==> src/rtl/aer_pkg.sv <==
// Shared types for the AER receiver: link address width, handshake FSM states, address type.
package aer_pkg;
   localparam int AER_ADDR_W = 10;

   typedef enum logic {IDLE, ACK_HI} aer_rx_state_t;

   typedef logic [AER_ADDR_W-1:0] aer_addr_t;
endpackage

==> src/rtl/aer_rx_fifo.sv <==
// First-word-fall-through event FIFO with registered valid, head and level outputs.
// A same-cycle pop never frees a slot for a push; writes are gated by the current full flag.
module aer_rx_fifo
   import aer_pkg::*;
#(
   parameter  int W     = AER_ADDR_W,
   parameter  int DEPTH = 4,
   localparam int LVL_W = $clog2(DEPTH) + 1
) (
   input  logic             clk,
   input  logic             rst_n,
   input  logic             push,
   input  logic [W-1:0]     din,
   input  logic             pop,
   output logic             valid,
   output logic [W-1:0]     head,
   output logic [LVL_W-1:0] level,
   output logic             full,
   output logic             valid_nxt
);
   localparam int IDX_W = $clog2(DEPTH);

   logic [W-1:0]     mem [DEPTH];
   logic [LVL_W-1:0] wr_ptr, rd_ptr, wr_nxt, rd_nxt;
   logic             wr_en, rd_en;
   logic [W-1:0]     head_nxt;

   assign full  = (wr_ptr[IDX_W] != rd_ptr[IDX_W]) &&
                  (wr_ptr[IDX_W-1:0] == rd_ptr[IDX_W-1:0]);
   assign wr_en = push & ~full;
   assign rd_en = pop & valid;

   assign wr_nxt    = wr_en ? wr_ptr + LVL_W'(1) : wr_ptr;
   assign rd_nxt    = rd_en ? rd_ptr + LVL_W'(1) : rd_ptr;
   assign valid_nxt = (wr_nxt != rd_nxt);

   // The next head is the incoming word only when it lands in the slot the read pointer moves to.
   assign head_nxt = (wr_en && (wr_ptr[IDX_W-1:0] == rd_nxt[IDX_W-1:0])) ? din
                                                                         : mem[rd_nxt[IDX_W-1:0]];

   always_ff @(posedge clk) begin
      if (wr_en) mem[wr_ptr[IDX_W-1:0]] <= din;
   end

   always_ff @(posedge clk or negedge rst_n) begin
      if (!rst_n) begin
         wr_ptr <= '0;
         rd_ptr <= '0;
         level  <= '0;
         valid  <= 1'b0;
         head   <= '0;
      end else begin
         wr_ptr <= wr_nxt;
         rd_ptr <= rd_nxt;
         level  <= wr_nxt - rd_nxt;
         valid  <= valid_nxt;
         if (valid_nxt) head <= head_nxt;
      end
   end
endmodule

==> src/rtl/aer_rx.sv <==
// AER link receiver: REQ synchroniser, 4-phase ACK handshake FSM and event FIFO to the core.
// Optional event counter built when AER_RX_STATS_EN is defined.
//   state  | meaning
//   IDLE   | ACK low, waiting for synchronised REQ and a free FIFO slot
//   ACK_HI | event pushed, ACK high until synchronised REQ falls
module aer_rx
   import aer_pkg::*;
#(
   parameter  int ADDR_W      = AER_ADDR_W,
   parameter  int FIFO_DEPTH  = 4,
   parameter  int SYNC_STAGES = 2,
`ifdef AER_RX_STATS_EN
   parameter  int CNT_W       = 16,
`endif
   localparam int LVL_W       = $clog2(FIFO_DEPTH) + 1
) (
   input  logic              clk,
   input  logic              rst_n,
   input  logic              aerin_req,
   input  logic [ADDR_W-1:0] aerin_addr,
   output logic              aerin_ack,
   output logic              evt_valid,
   output logic [ADDR_W-1:0] evt_addr,
   input  logic              evt_ready,
   output logic              aerin_rx_busy,
`ifdef AER_RX_STATS_EN
   output logic [CNT_W-1:0]  evt_count,
`endif
   output logic [LVL_W-1:0]  fifo_level
);
   logic [SYNC_STAGES-1:0] sync;
   logic                   req_s;
   logic                   full, valid_nxt, push;
   aer_rx_state_t          state;

   always_ff @(posedge clk or negedge rst_n) begin
      if (!rst_n) sync <= '0;
      else        sync <= {sync[SYNC_STAGES-2:0], aerin_req};
   end

   assign req_s = sync[SYNC_STAGES-1];
   // Address is bundled with REQ, so it is stable by the time req_s is seen high.
   assign push  = (state == IDLE) & req_s & ~full;

   always_ff @(posedge clk or negedge rst_n) begin
      if (!rst_n) begin
         state         <= IDLE;
         aerin_ack     <= 1'b0;
         aerin_rx_busy <= 1'b0;
      end else begin
         unique case (state)
            IDLE: if (push) begin
               state     <= ACK_HI;
               aerin_ack <= 1'b1;
            end
            ACK_HI: if (!req_s) begin
               state     <= IDLE;
               aerin_ack <= 1'b0;
            end
            default: begin
               state     <= IDLE;
               aerin_ack <= 1'b0;
            end
         endcase
         aerin_rx_busy <= ((state == IDLE) ? push : req_s) | valid_nxt;
      end
   end

   aer_rx_fifo #(
      .W     (ADDR_W),
      .DEPTH (FIFO_DEPTH)
   ) u_fifo (
      .clk       (clk),
      .rst_n     (rst_n),
      .push      (push),
      .din       (aerin_addr),
      .pop       (evt_ready),
      .valid     (evt_valid),
      .head      (evt_addr),
      .level     (fifo_level),
      .full      (full),
      .valid_nxt (valid_nxt)
   );

`ifdef AER_RX_STATS_EN
   always_ff @(posedge clk or negedge rst_n) begin
      if (!rst_n)                      evt_count <= '0;
      else if (push && evt_count != '1) evt_count <= evt_count + CNT_W'(1);
   end
`endif
endmodule
==> config.mk <==
export PLATFORM = sky130hd
export DESIGN_NAME = aer_rx
export DESIGN_NICKNAME = d
export VERILOG_FILES = /design/src/rtl/aer_pkg.sv /design/src/rtl/aer_rx_fifo.sv /design/src/rtl/aer_rx.sv
export SDC_FILE = /design/constraint.sdc
export NUM_CORES = 1
export LEC_CHECK = 0
export ABC_CLOCK_PERIOD_IN_PS = 3100
export CAP_MARGIN = 20
export CORE_ASPECT_RATIO = 1.75
export CORE_MARGIN = 3
export CORE_UTILIZATION = 29
export CTS_CLUSTER_DIAMETER = 150
export DETAILED_ROUTE_END_ITERATION = 6
export GPL_TIMING_DRIVEN = 0
export SLEW_MARGIN = 10
export SYNTH_ARGS = -nofsm -noshare
export SYNTH_HDL_FRONTEND = slang
export SYNTH_SLANG_ARGS = --single-unit
==> constraint.sdc <==
create_clock -name clk -period 3.1 [get_ports clk]
set_input_delay 0.31 -clock clk [delete_from_list [all_inputs] [get_ports clk]]
set_output_delay 0.31 -clock clk [all_outputs]
set_load 0.005 [all_outputs]
==> out/metrics.cfg <==
[outcome]
status=complete, but fails checks
violations=hold timing

[cts]
clock-sinks=65
cts_tree=done
clk_pin_slew_ps=50
clk_latency_ps=320
cts_max_level=3
cts-root-buf=clkbuf_16
clockBufferDepth=2
cts_hold_buf=0
cts_buffers=9
ctsResizeCount=0
cts_setup_buffers=0

[placement]
post-place-cells=300
place_hpwl_mm=3.410
portBuffers=29
place_congestion=0.6869

[cells_and_area]
layout.nets=211
regArea_um2=1827
fillers=874
drive_gt1_share_pct=28.35
diodes=0
multi_input_area_um2=935.9
final_cells=316
syn2layout_area_growth_pct=24.60

[yosys]
yosys-top-cells-count=40 x edfxtp_1, 25 x dfrtp_1, 10 x mux2_2, 10 x mux4_2
yosys.area.top_type=edfxtp_1
synth_nets=171
synth_area_leaders=edfxtp_1 43%, dfrtp_1 22%, mux4_2 8.0%
synth_edf_count=40
synth_top_flop_cell=edfxtp_1
ys_async_sr_fraction_pct=38.46
synth.distinct_cells=34
synth-seq-cells=65
synth.avg_cell_area_um2=18.94
yosysMostFrequentCell=edfxtp_1
yosysTopAreaCellShare_pct=42.55
synth_area_um2=2823
syn_inst=149
yosys_warnings=0
ys_seq_area_share_pct=64.72

[power]
p_leak_nw=1.335
p_comb_share_pct=46.3
intPower_mw=2.781
swShare_pct=31.38
p_clk_share_pct=21.4
power_density_nw_per_um2=1152
switchingPower_mw=1.272
ir_worst_vdd_mv=0.5575
total_power_mw=4.053
p_seq_share_pct=32.3

[route]
drt_iter0_markers=112
drcViolationCount=0
viasPerCell=4.323
wl_per_cell_um=16.02
via_count=1366
dr.pass1.iters=4
postRouteAntennaNets=0
routed_wl_mm=5.061

[global_routing]
grt_pass1_vias=1612
grt_pass1_wl_mm=8.528
overflow=0
antenna_found_initial=0
grt_max_degree=26
grtUsageTotal_pct=10.88

[timing]
slew_violations=0
fin_skew_ps=5.014
setup_viol=0
hold_violations=3
tightestPinTransition_ps=887.7
whs_ps=-7.351
max-slew-margin-rel_pct=40.82
period_share_pct=90.24
timing.fmax_ghz=0.3575
rsz0062_at_grt=false
setup_tns_ps=0
period_needed_ps=2797

[floorplanning]
die_y_um=136.5
start_util_pct=29.81
ioPinCount=30
dieArea_um2=11000
core_um2=9468
rows=47
die_x_um=80.58

[critical_path]
cp_max_fo=10
worstPathRequired_ps=3300
crit_start=u_fifo.rd_ptr[0]
r2r-start=u_fifo.rd_ptr[0]
cp.arrival_ps=3000
critical_path_class=register to register
startpoint_type=register
crit_path_end_kind=register

[hold_path]
hold_path.class=primary input to asynchronous set/reset pin

[job]
drv_cap=0

-- per-layer routing --
layer / share of wire (%) / GRT usage (%)
met1: 42 / 12.65
met2: 53 / 18.22
met3: 3.6 / 3.426
met4: 1.7 / 4.793
met5: 0 / 0
-- per-stage QoR --
stage               worst slack [ps]  area, µm²  utilization (%)
floorplan                      772.0       2823                -
global placement               74.73       3266            34.49
detailed placement             49.82       3261            34.44
CTS                            217.7       3517            37.15
global route                   104.7       3517            37.15
finish                         302.6       3517            37.15
-- critical path: stages (launching register included) --
cell and delay (ps):
dfrtp_1 450, ha_1 360, mux2i_1 320, clkbuf_1 540, ha_1 370, nand4b_4 120, buf_6 200, mux2_4 310
-- registers in the layout (all words and copies together), names as in the netlist --
register       count
u_fifo.valid       1
u_fifo.head       10
u_fifo.wr_ptr      3
sync               2
u_fifo.mem        40
u_fifo.rd_ptr      3
state              1
u_fifo.level       3
aerin_ack          1
aerin_rx_busy      1
-- power by group through the flow --
stage	clock [mW]	sequential [mW]	combinational [mW]
CTS	0.892	1.31	1.93
finish	0.868	1.31	1.88
floorplan	0	1.31	1.40
global route	0.939	1.34	2.05
global placement	0	1.32	1.89
detailed placement	0	1.33	1.91
-- cell usage in the layout (no fill, tap or decap), drive strengths merged --
cell type and count:
fa 1, nor2 2, dfrtp 25, a31oi 1, a21o 1, clkdlybuf4s50 28, a21oi 1, and3 1
xor3 1, or2b 1, nor3 1, inv 9, o21a 1, nand4b 1, nand2 3, mux2i 1
clkinv 4, and2 3, o21ai 2, a311oi 1, ha 7, clkbuf 13, edfxtp 40, mux2 20
or2 1, buf 3, nand3 2, xnor2 6, xor2 4, mux4 10
-- cell type report --
class | instances | share of cell area (%)
multi-input cells | 72 | 26.61
well taps | 122 | 4.340
flip-flops and latches | 65 | 51.94
clock buffers | 12 | 6.724
repair buffers | 29 | 8.111
plain buffers | 3 | 0.7471
inverters | 9 | 0.9605
clock inverters | 4 | 0.5692
-- cells by family (layout without fill, tap and decap cells) --
logic type      after synthesis  in the layout  share of synthesized area [%]
xor+xnor                     11             11                          5.009
buf+inv                      12             57                          2.127
mux                          31             31                          17.51
fa+ha+maj                     8              8                          3.812
compound gates                7              7                          3.147
simple gates                 15             15                          3.680
flops                        65             65                          64.72
-- worst paths after layout --
path,end,slack (ps),cells after the start
max in group asynchronous,state,2710,1
max,u_fifo.head[6],300,7
min reg2reg,sync[1],350,0
min in group clk,sync[1],350,0
max reg2reg,u_fifo.head[6],300,7
min,u_fifo.head[4],-7,1
(Power assumes the default switching activity.)
